`config.mk`:
```
export PLATFORM = sky130hd
export DESIGN_NAME = ahb_sim_mailbox_flat
export DESIGN_NICKNAME = d
export VERILOG_FILES = /design/src/rtl/ahb_sim_mailbox_pkg.sv /design/src/rtl/ahb_sim_mailbox_if.sv /design/src/rtl/ahb_sim_mailbox_fifo.sv /design/src/rtl/ahb_sim_mailbox.sv /design/src/flat_wrapper.sv
export SDC_FILE = /design/constraint.sdc
export NUM_CORES = 1
export LEC_CHECK = 0
export ABC_AREA = 1
export ABC_CLOCK_PERIOD_IN_PS = 3300
export CAP_MARGIN = 20
export CORE_ASPECT_RATIO = 0.7
export CORE_MARGIN = 3
export CORE_UTILIZATION = 25
export DETAILED_ROUTE_END_ITERATION = 8
export DONT_BUFFER_PORTS = 1
export GPL_ROUTABILITY_DRIVEN = 0
export GPL_TIMING_DRIVEN = 0
export PLACE_DENSITY = 0.43
export SLEW_MARGIN = 10
export SYNTH_ARGS = -nofsm -noshare
export SYNTH_HDL_FRONTEND = slang
export SYNTH_HIERARCHICAL = 1
export SYNTH_SLANG_ARGS = --single-unit
```
`constraint.sdc`:
```
create_clock -name sysclk -period 3.3 [get_ports sysclk]
set_input_delay 0.66 -clock sysclk [delete_from_list [all_inputs] [get_ports sysclk]]
set_output_delay 0.66 -clock sysclk [all_outputs]
set_load 0.03 [all_outputs]
```
`src/rtl/ahb_sim_mailbox_pkg.sv`:
```
// rtl/ahb_sim_mailbox_pkg.sv - shared constants, register decode and state codes for the AHB mailbox
package ahb_mbox_pkg;

  localparam logic [1:0] HTRANS_NONSEQ = 2'b10;
  localparam logic [1:0] HTRANS_SEQ    = 2'b11;
  localparam logic [1:0] HRESP_OKAY    = 2'b00;
  localparam logic [1:0] HRESP_ERROR   = 2'b01;

  localparam logic [31:0] OFS_DATA   = 32'd0;
  localparam logic [31:0] OFS_STATUS = 32'd4;
  localparam logic [31:0] OFS_CTRL   = 32'd8;

  localparam logic [2:0] IDLE   = 3'd0;
  localparam logic [2:0] DPHASE = 3'd1;
  localparam logic [2:0] STALL  = 3'd2;
  localparam logic [2:0] ERR1   = 3'd3;
  localparam logic [2:0] ERR2   = 3'd4;

  typedef enum logic [1:0] {
    SEL_DATA,
    SEL_STATUS,
    SEL_CTRL,
    SEL_NONE
  } mbox_sel_e;

  function automatic mbox_sel_e decode_ofs(input logic [31:0] ofs);
    case (ofs)
      OFS_DATA:   return SEL_DATA;
      OFS_STATUS: return SEL_STATUS;
      OFS_CTRL:   return SEL_CTRL;
      default:    return SEL_NONE;
    endcase
  endfunction

  function automatic logic [31:0] status_word(input logic [7:0] lvl, input logic full,
                                              input logic empty);
    return {16'h0000, 6'b000000, lvl, full, empty};
  endfunction

endpackage

```
`src/rtl/ahb_sim_mailbox_if.sv`:
```
// rtl/ahb_sim_mailbox_if.sv - AHB-Lite slave port plus character output port of the mailbox
interface ahb_sim_mailbox_if;
  logic        hsel;
  logic [31:0] haddr;
  logic [1:0]  htrans;
  logic        hwrite;
  logic [2:0]  hsize;
  logic [31:0] hwdata;
  logic        hready;
  logic        hreadyout;
  logic [1:0]  hresp;
  logic [31:0] hrdata;
  logic        chr_valid;
  logic [7:0]  chr_data;
  logic        chr_ready;

  modport slave (
    input  hsel, haddr, htrans, hwrite, hsize, hwdata, hready, chr_ready,
    output hreadyout, hresp, hrdata, chr_valid, chr_data
  );

  modport master (
    output hsel, haddr, htrans, hwrite, hsize, hwdata, hready, chr_ready,
    input  hreadyout, hresp, hrdata, chr_valid, chr_data
  );
endinterface

```
`src/rtl/ahb_sim_mailbox_fifo.sv`:
```
// rtl/ahb_sim_mailbox_fifo.sv - synchronous FIFO with flush; flush beats any same-cycle push/pop
module mbox_sync_fifo #(
  parameter int WIDTH = 8,
  parameter int DEPTH = 16,
  localparam int AW   = $clog2(DEPTH)
) (
  input  logic             clk,
  input  logic             rst,
  input  logic             push,
  input  logic [WIDTH-1:0] wdata,
  input  logic             pop,
  input  logic             flush,
  output logic [WIDTH-1:0] rdata,
  output logic             full,
  output logic             empty,
  output logic [AW:0]      level
);

  logic [WIDTH-1:0] mem_q [DEPTH];
  logic [AW-1:0]    wr_q, rd_q;
  logic [AW:0]      lvl_q;
  logic             do_push, do_pop;

  assign empty   = (lvl_q == '0);
  assign full    = (lvl_q == (AW+1)'(DEPTH));
  assign level   = lvl_q;
  assign do_pop  = pop & ~empty;
  // A push into a full FIFO is legal only when the head leaves on the same edge.
  assign do_push = push & (~full | do_pop);
  assign rdata   = empty ? '0 : mem_q[rd_q];

  always_ff @(posedge clk or posedge rst) begin
    if (rst) begin
      wr_q  <= '0;
      rd_q  <= '0;
      lvl_q <= '0;
    end else if (flush) begin
      wr_q  <= '0;
      rd_q  <= '0;
      lvl_q <= '0;
    end else begin
      if (do_push) wr_q <= wr_q + 1'b1;
      if (do_pop)  rd_q <= rd_q + 1'b1;
      lvl_q <= lvl_q + (AW+1)'(do_push) - (AW+1)'(do_pop);
    end
  end

  always_ff @(posedge clk) begin
    if (do_push && !flush) mem_q[wr_q] <= wdata;
  end

endmodule

```
`src/rtl/ahb_sim_mailbox.sv`:
```
// rtl/ahb_sim_mailbox.sv - AHB-Lite mailbox: DATA writes feed a character FIFO, DATA reads return a cycle counter
module ahb_sim_mailbox
  import ahb_mbox_pkg::*;
#(
  parameter logic [31:0] MBOX_ADDR  = 32'h2001FFF0,
  parameter int          FIFO_DEPTH = 16
) (
  input  logic               sysclk,
  input  logic               sysrst,
  ahb_sim_mailbox_if.slave   bus
);

  localparam int AW = $clog2(FIFO_DEPTH);

  logic [2:0]  state_q, state_d;
  mbox_sel_e   sel_q, sel_d, sel_in;
  logic        write_q, write_d;
  logic        done_q, done_d;
  logic [31:0] hrdata_q, hrdata_d;
  logic [31:0] cnt_q, cnt_d;

  logic        acc, need, ctrl_wr, complete;
  logic        push, pop, flush, cnt_clr;
  logic        fifo_full, fifo_empty;
  logic [AW:0] fifo_level;
  logic [7:0]  fifo_head;

  assign sel_in = decode_ofs(bus.haddr - MBOX_ADDR);
  assign acc    = bus.hsel & bus.hready & bus.htrans[1];

  // need: a DATA write in its data phase whose byte has not yet entered the FIFO.
  assign need     = (state_q == DPHASE) & write_q & (sel_q == SEL_DATA) & ~done_q;
  assign ctrl_wr  = (state_q == DPHASE) & write_q & (sel_q == SEL_CTRL);
  assign pop      = bus.chr_valid & bus.chr_ready;
  assign push     = (need & ~fifo_full) | ((state_q == STALL) & pop);
  assign flush    = ctrl_wr & bus.hwdata[1];
  assign cnt_clr  = ctrl_wr & bus.hwdata[0];
  assign complete = (state_q == IDLE) | (state_q == ERR2) |
                    ((state_q == DPHASE) & ~(need & fifo_full));

  assign bus.hreadyout = ~(((state_q == DPHASE) & need & fifo_full) |
                           (state_q == STALL) | (state_q == ERR1));
  assign bus.hresp     = ((state_q == ERR1) | (state_q == ERR2)) ? HRESP_ERROR : HRESP_OKAY;
  assign bus.hrdata    = hrdata_q;
  assign bus.chr_valid = ~fifo_empty;
  assign bus.chr_data  = fifo_head;

  always_comb begin
    cnt_d = (cnt_q == 32'hFFFF_FFFF) ? cnt_q : cnt_q + 32'd1;
    if (cnt_clr) cnt_d = 32'd0;
  end

  always_comb begin
    state_d  = state_q;
    sel_d    = sel_q;
    write_d  = write_q;
    done_d   = done_q;
    hrdata_d = hrdata_q;
    case (state_q)
      ERR1:    state_d = ERR2;
      STALL:   if (pop) begin
                 state_d = DPHASE;
                 done_d  = 1'b1;
               end
      DPHASE:  if (need && fifo_full) state_d = STALL;
      default: ;
    endcase
    if (complete) begin
      if (acc) begin
        state_d = (sel_in == SEL_NONE) ? ERR1 : DPHASE;
        sel_d   = sel_in;
        write_d = bus.hwrite;
        done_d  = 1'b0;
        if (bus.hwrite || sel_in == SEL_NONE || sel_in == SEL_CTRL) hrdata_d = 32'd0;
        else if (sel_in == SEL_DATA) hrdata_d = cnt_q;
        else hrdata_d = status_word(8'(fifo_level), fifo_full, fifo_empty);
      end else begin
        state_d = IDLE;
      end
    end
  end

  always_ff @(posedge sysclk or posedge sysrst) begin
    if (sysrst) begin
      state_q  <= IDLE;
      sel_q    <= SEL_NONE;
      write_q  <= 1'b0;
      done_q   <= 1'b0;
      hrdata_q <= 32'd0;
      cnt_q    <= 32'd0;
    end else begin
      state_q  <= state_d;
      sel_q    <= sel_d;
      write_q  <= write_d;
      done_q   <= done_d;
      hrdata_q <= hrdata_d;
      cnt_q    <= cnt_d;
    end
  end

  mbox_sync_fifo #(.WIDTH(8), .DEPTH(FIFO_DEPTH)) u_fifo (
    .clk   (sysclk),
    .rst   (sysrst),
    .push  (push),
    .wdata (bus.hwdata[7:0]),
    .pop   (pop),
    .flush (flush),
    .rdata (fifo_head),
    .full  (fifo_full),
    .empty (fifo_empty),
    .level (fifo_level)
  );

endmodule

```
`src/flat_wrapper.sv`:
```
// flat-port wrapper written by rule: the top's interface ports become plain ports
module ahb_sim_mailbox_flat import ahb_mbox_pkg::*;
#(
  parameter logic [31:0] MBOX_ADDR  = 32'h2001FFF0,
  parameter int          FIFO_DEPTH = 16
)
  (sysclk, sysrst, bus_hsel, bus_haddr, bus_htrans, bus_hwrite, bus_hsize, bus_hwdata, bus_hready, bus_chr_ready, bus_hreadyout, bus_hresp, bus_hrdata, bus_chr_valid, bus_chr_data);
  ahb_sim_mailbox_if bus_i ();
  input  logic sysclk;
  input  logic sysrst;
  input wire logic [$bits(bus_i.hsel)-1:0] bus_hsel;
  input wire logic [$bits(bus_i.haddr)-1:0] bus_haddr;
  input wire logic [$bits(bus_i.htrans)-1:0] bus_htrans;
  input wire logic [$bits(bus_i.hwrite)-1:0] bus_hwrite;
  input wire logic [$bits(bus_i.hsize)-1:0] bus_hsize;
  input wire logic [$bits(bus_i.hwdata)-1:0] bus_hwdata;
  input wire logic [$bits(bus_i.hready)-1:0] bus_hready;
  input wire logic [$bits(bus_i.chr_ready)-1:0] bus_chr_ready;
  output wire logic [$bits(bus_i.hreadyout)-1:0] bus_hreadyout;
  output wire logic [$bits(bus_i.hresp)-1:0] bus_hresp;
  output wire logic [$bits(bus_i.hrdata)-1:0] bus_hrdata;
  output wire logic [$bits(bus_i.chr_valid)-1:0] bus_chr_valid;
  output wire logic [$bits(bus_i.chr_data)-1:0] bus_chr_data;
  assign bus_i.hsel = bus_hsel;
  assign bus_i.haddr = bus_haddr;
  assign bus_i.htrans = bus_htrans;
  assign bus_i.hwrite = bus_hwrite;
  assign bus_i.hsize = bus_hsize;
  assign bus_i.hwdata = bus_hwdata;
  assign bus_i.hready = bus_hready;
  assign bus_i.chr_ready = bus_chr_ready;
  assign bus_hreadyout = bus_i.hreadyout;
  assign bus_hresp = bus_i.hresp;
  assign bus_hrdata = bus_i.hrdata;
  assign bus_chr_valid = bus_i.chr_valid;
  assign bus_chr_data = bus_i.chr_data;
  ahb_sim_mailbox #(.MBOX_ADDR(MBOX_ADDR), .FIFO_DEPTH(FIFO_DEPTH)) u_core (.sysclk(sysclk), .sysrst(sysrst), .bus(bus_i));
endmodule
```
==> reports/qor.txt, run 1 <==
F_max = 0.327 GHz
Final hold vios = 0
Ports = 119
Die W = 254 um
Clock tree sinks = 212
Total track usage = 0.137
Site Rows = 63
Setup violators final = 0
First-pass GRT wire length = 48800 um
Vias in the first global route = 8248
Relative slew slack = 0.326
Number of synthesized flops with an enable pin = 128
Die Footprint = 0.0457 mm^2
Pwr/cell area = 719 mW/mm^2
Post-DR vias/cell = 4.57
YS warnings = 6
Layout area overhead = 15.2%
Total global routing overflow = 0
Most frequent cell after synthesis = nand2_1
Ranking of synthesized cells by area = edfxtp_1, dfrtp_1, nand2_1
Syn Nets = 1341
Buffers on Ports = 0
CTS Buf Count = 25
Max Cap Viol = 0
CTS root buffer = clkbuf_16
Critical path arrival = 2.40 ns
Most frequent cells after synthesis = nand2_1, edfxtp_1, nor2_1
CTS Buffer Depth = 3
Worst Hold Class = in -> async
Reg clk slew, reported paths = 0.06 ns
Distinct cell type count after synthesis = 47
WL final = 31300 um
Share of layout cells above drive strength 1 = 0.106
CP Data Required Time = 2.64 ns
Crit path max fanout = 10
Height of the chip = 180 um
Top_reg_cell synth = edfxtp_1
Largest net degree at the start of global routing = 42
Final instance area = 0.0124 mm^2
Initial DRC count = 805
Seq cells post-synth = 212
Via count = 8478
Asr flop ratio synth = 0.396
Kind of end point of the critical path = output port
Core area = 0.0425 mm^2
Post-layout min period = 3.06 ns
Final std cells w/o fill = 1854
Dpl cell area = 0.0115 mm^2
Cells after synthesis = 1254
Post-synthesis sequential area ratio = 0.551
Post-synth top area share = 0.356
Final Util = 0.292
Pre-antenna DRT Iters = 5
Initial Util = 0.254
Final worst-path cycle share = 0.928
Worst Tran Pin Value = 1.00 ns
Dpl hpwl = 23000 um
Cell Count Post-Placement = 1807
Final nets = 1370
Ant. Diodes = 0
Antenna violations before repair = 1
RSZ-0062 raised after global routing = false
H-Tree Depth = 1
Routed WL per cell = 16.9 um
Worst setup SP type = flop
Fin. max-slew vios = 0
CTS Hold Bufs = 0
Clock Skews = 0.0189 ns
Worst skew pair latency = 0.53 ns
Detail Route Antenna Nets = 0
Status = finished clean
Cell taking the most area after synthesis = edfxtp_1
Mean Syn Cell Area = 8.60 um^2
Worst vdd ir = 512 uV
Hold_ws = 0.0626 ns
CTS tree = done
Leak = 5.29 nW
CP Class = reg -> out
DRC violation count after routing = 0
Synth Cell Area = 0.0108 mm^2
==> registers in the layout, summed over array words and instances, names as in the netlist <==
name	count
u_core/done_q	1
u_core/cnt_q	32
u_core/sel_q	2
u_core/u_fifo/wr_q	4
u_core/write_q	1
u_core/u_fifo/level	5
u_core/u_fifo/mem_q	128
u_core/u_fifo/rd_q	4
u_core/state_q	3
u_core/bus.hrdata	32
==> cell families after synthesis <==
kind of cell	share of synthesized area
AOI/OAI and AO/OA	0.0469
xor gates and xnor gates	0.00974
adders and majority gates	0.0146
buffers and inverters	0.0602
DFF	0.551
other	0.000348
and+or+nand+nor	0.317
==> critical path, cell delays in order (launching register included) <==
cell and delay (ns):
dfrtp_1 0.42, inv_2 0.12, buf_4 0.20, buf_4 0.21, nand2_1 0.06, nand3_1 0.08, nand3_1 0.15, nand2_1 0.11
nand2_1 0.08, nor2_1 0.45
==> repair_timing <==
item                       in CTS  in global routing
pin swaps                       0                  1
hold endpoints to repair        0                  0
setup endpoints to repair     130                  1
resized for setup              24                  1
buffers inserted                0                  1
cloned                          0                  0
==> area by class of cell <==
type,instances,area (um^2)
buffer,40,248
clock buffer,31,668
clock inverter,15,176
fill,4479,30100
inverter,107,404
multi-input combinational,895,4260
sequential,212,5950
tap,552,691
timing repair buffer,2,27.5
==> per-layer routing <==
metal / track usage / routed length [um]
met5: 0 / 0
met2: 0.196 / 13000
met1: 0.217 / 16400
met3: 0.0218 / 1480
met4: 0.0250 / 435
==> cells in the final DEF (no fill, tap or decap), types with 6 or more instances in the layout <==
cell       Yosys  routed
clkbuf_1      14      18
ha_1          11      11
buf_2          9       9
nor4_1        10      10
nor2_4         8      11
xor2_1         8       8
buf_4         11      12
clkbuf_16      0      25
clkinv_1       5      10
nand3_1       90      90
a21oi_1       46      46
nand4_1       46      46
inv_2          8      10
inv_1         94      91
edfxtp_1     128     128
nand2_2       10      11
o21ai_0       36      35
nand2_1      442     441
nor2_1       126     110
nor2_2        10      23
dfrtp_1       82      82
nor3_1        12      12
a31oi_1        6       6
==> through the flow <==
step | TNS [ns] | worst slack [ns] | total power [mW]
6_report | 0 | 0.238 | 8.93
4_1_cts | 0 | 0.0452 | 9.04
2_1_floorplan | 0 | 0.528 | 5.28
3_5_place_dp | -40.31 | -0.384 | 6.10
5_1_grt | 0 | 0.0399 | 9.54
3_3_place_gp | -44.94 | -0.309 | 6.08
==> report_power, final <==
group	internal [mW]	switching (mW)	leakage, nW
combinational	0.807	2.00	2.63
clock	1.74	1.11	0.416
sequential	3.05	0.224	2.25
==> final timing paths <==
kind	startpoint	end	slack [ns]	cells after the start
min reg2reg	u_core/sel_q[1]	u_core/sel_q[1]	0.51	2
min in group sysclk	bus_hwdata[5]	u_core/u_fifo/mem_q[2][5]	0.22	0
min	sysrst	u_core/state_q[1]	0.06	1
max reg2reg	u_core/u_fifo/level[3]	u_core/u_fifo/level[4]	0.34	20
max	u_core/u_fifo/rd_q[0]	bus_chr_data[3]	0.24	9
max in group asynchronous	sysrst	u_core/cnt_q[14]	2.64	2
No activity file was read; power rests on OpenSTA's default activity.
==> run 2: changes to the inputs <==
--- a/config.mk
+++ b/config.mk
@@ -9,7 +9,7 @@
 export ABC_CLOCK_PERIOD_IN_PS = 3300
 export CAP_MARGIN = 20
 export CORE_ASPECT_RATIO = 0.7
-export CORE_MARGIN = 3
+export CORE_MARGIN = 5
 export CORE_UTILIZATION = 25
 export DETAILED_ROUTE_END_ITERATION = 8
 export DONT_BUFFER_PORTS = 1
==> reports/qor.txt, run 2 (synthesized netlist as in run 1, its figures left out) <==
Routed WL per cell = 16.8 um (-0.25%)
Setup TNS = 0 ns (unchanged)
Final worst-path cycle share = 0.948 (+0.0199)
Dpl hpwl = 23100 um (+0.35%)
Setup violators final = 0 (unchanged)
Clock tree sinks = 212 (unchanged)
Worst skew pair latency = 0.53 ns (about the same)
Total track usage = 0.129 (-0.00829)
Critical path arrival = 2.47 ns (+0.07 ns)
Share of layout cells above drive strength 1 = 0.103 (-0.00299)
Final nets = 1370 (unchanged)
Leak = 5.25 nW (-0.72%)
Setup ws final = 0.172 ns (-0.0658 ns)
Die Footprint = 0.0475 mm^2 (+3.8%)
CP Class = reg -> out
CTS tree = done
Fin. max-slew vios = 0 (unchanged)
DRC violation count after routing = 0 (unchanged)
Commonest non-fill, non-tap cell in the layout = nand2_1
Crit path max fanout = 9 (-1)
Worst vdd ir = 321 uV (-37%)
RSZ-0062 raised after global routing = false
Worst Hold Class = in -> async
Kind of end point of the critical path = output port
H-Tree Depth = 1 (unchanged)
Clock Skews = 0.0164 ns (-0.00250 ns)
Worst R2R Setup Slack = 0.36 ns (+0.02 ns)
Post-DR vias/cell = 4.57 (about the same)
Reg-to-reg startpoint = u_core/u_fifo/level[3]
Ports = 119 (unchanged)
Post-layout min period = 3.13 ns (+0.0658 ns)
CP Data Required Time = 2.64 ns (about the same)
Largest Register = u_core/u_fifo/mem_q
Max Cap Viol = 0 (unchanged)
Height of the chip = 184 um (+2.2%)
Antenna violations before repair = 0 (-1)
First-pass GRT wire length = 48200 um (-1.3%)
WL final = 31200 um (-0.25%)
Total global routing overflow = 0 (unchanged)
CTS Buf Count = 25 (unchanged)
Worst setup SP type = flop
Fillers = 4520 (+0.92%)
Pwr/cell area = 708 mW/mm^2 (-1.6%)
Initial Util = 0.254 (unchanged)
Final std cells w/o fill = 1854 (unchanged)
Reg clk slew, reported paths = 0.06 ns (about the same)
CTS Buffer Depth = 3 (unchanged)
Status = finished clean
Pre-CTS setup slack = -0.317 ns (+0.0675 ns)
Detail Route Antenna Nets = 0 (unchanged)
Worst r2r path cells = 20 (unchanged)
Max reg flops = 128 (unchanged)
Cell Count Post-Placement = 1807 (unchanged)
Largest net degree at the start of global routing = 40 (-4.8%)
Total power = 8.74 mW (-2.2%)
Buffers on Ports = 0 (unchanged)
Worst R2R End = u_core/u_fifo/level[4]
Core area = 0.0425 mm^2 (unchanged)
Site Rows = 63 (unchanged)
Relative slew slack = 0.326 (about the same)
Layout area overhead = 14.4%
Pre-antenna DRT Iters = 5 (unchanged)
Initial DRC count = 723 (-10%)
Final hold vios = 0 (unchanged)
Die W = 258 um (+1.6%)
Vias in the first global route = 8008 (-2.9%)
CTS root buffer = clkbuf_16
F_max = 0.320 GHz (-2.1%)
Via count = 8473 (-0.059%)
Commonest cells after routing, fill and taps aside = nand2_1, edfxtp_1, nor2_1
Worst Tran Pin Value = 1.00 ns (-0.000304 ns)
==> run 2: repair_timing <==
action                                 in CTS  in global routing
setup buffers                               0                  1
resized for setup                          19                  2
endpoints found under the hold margin       0                  0
hold buffers                                0                  0
gates cloned                                0                  0
pin swaps                                   0                  1
setup endpoints to repair                 130                  1
==> run 2: worst max path at each step <==
stage / cells after the start / slack [ns] / from / end
after CTS: 20 / 0.05 / u_core/u_fifo/level[3] / u_core/u_fifo/level[4]
final: 7 / 0.17 / u_core/u_fifo/rd_q[1] / bus_chr_data[3]
after detailed placement: 11 / -0.32 / u_core/u_fifo/level[3] / u_core/u_fifo/mem_q[5][4]
after floorplan: 16 / 0.53 / u_core/u_fifo/level[2] / u_core/u_fifo/level[4]
after global routing: 8 / 0.07 / u_core/u_fifo/rd_q[0] / bus_chr_data[3]
after global placement: 11 / -0.27 / u_core/u_fifo/level[3] / u_core/u_fifo/mem_q[5][4]
==> run 2: critical path, cell delays in order (launching register included) <==
cell      delay, ns
dfrtp_1        0.35
buf_4          0.23
clkinv_1       0.34
nand3_1        0.22
nand3_1        0.16
nand2_1        0.11
nand2_1        0.08
nor2_1         0.45
==> run 2: report_power, final <==
part	total, mW	leakage, nW	internal (mW)	switching (mW)
Combinational	2.80	2.62	0.809	1.99
Sequential	3.28	2.25	3.05	0.233
Clock	2.65	0.380	1.55	1.10
==> run 2: routing by layer <==
layer  global-route usage  part of all wire
met3               0.0209             0.051
met5                    0                 0
met1                0.200              0.51
met4               0.0310             0.020
met2                0.188              0.42
==> run 2: cell type report <==
cell class / instances / area [um^2] / area share
flip-flops and latches: 212 / 5950 / 0.482
multi-input cells: 895 / 4240 / 0.344
clock inverters: 12 / 80.1 / 0.00649
repair buffers: 2 / 27.5 / 0.00223
plain buffers: 40 / 248 / 0.0201
clock buffers: 33 / 697 / 0.0565
inverters: 107 / 404 / 0.0327
well taps: 552 / 691 / 0.0560
diodes: 1 / 2.50 / 0.000203
==> run 2: stage by stage <==
stage	hold slack (ns)	util	cell area [um^2]
CTS	0.00806	0.290	12300
floorplan	0.477	-	10800
finish	0.0227	0.290	12300
detailed placement	0.501	0.271	11500
global placement	0.495	0.270	11500
global route	0.0424	0.290	12300
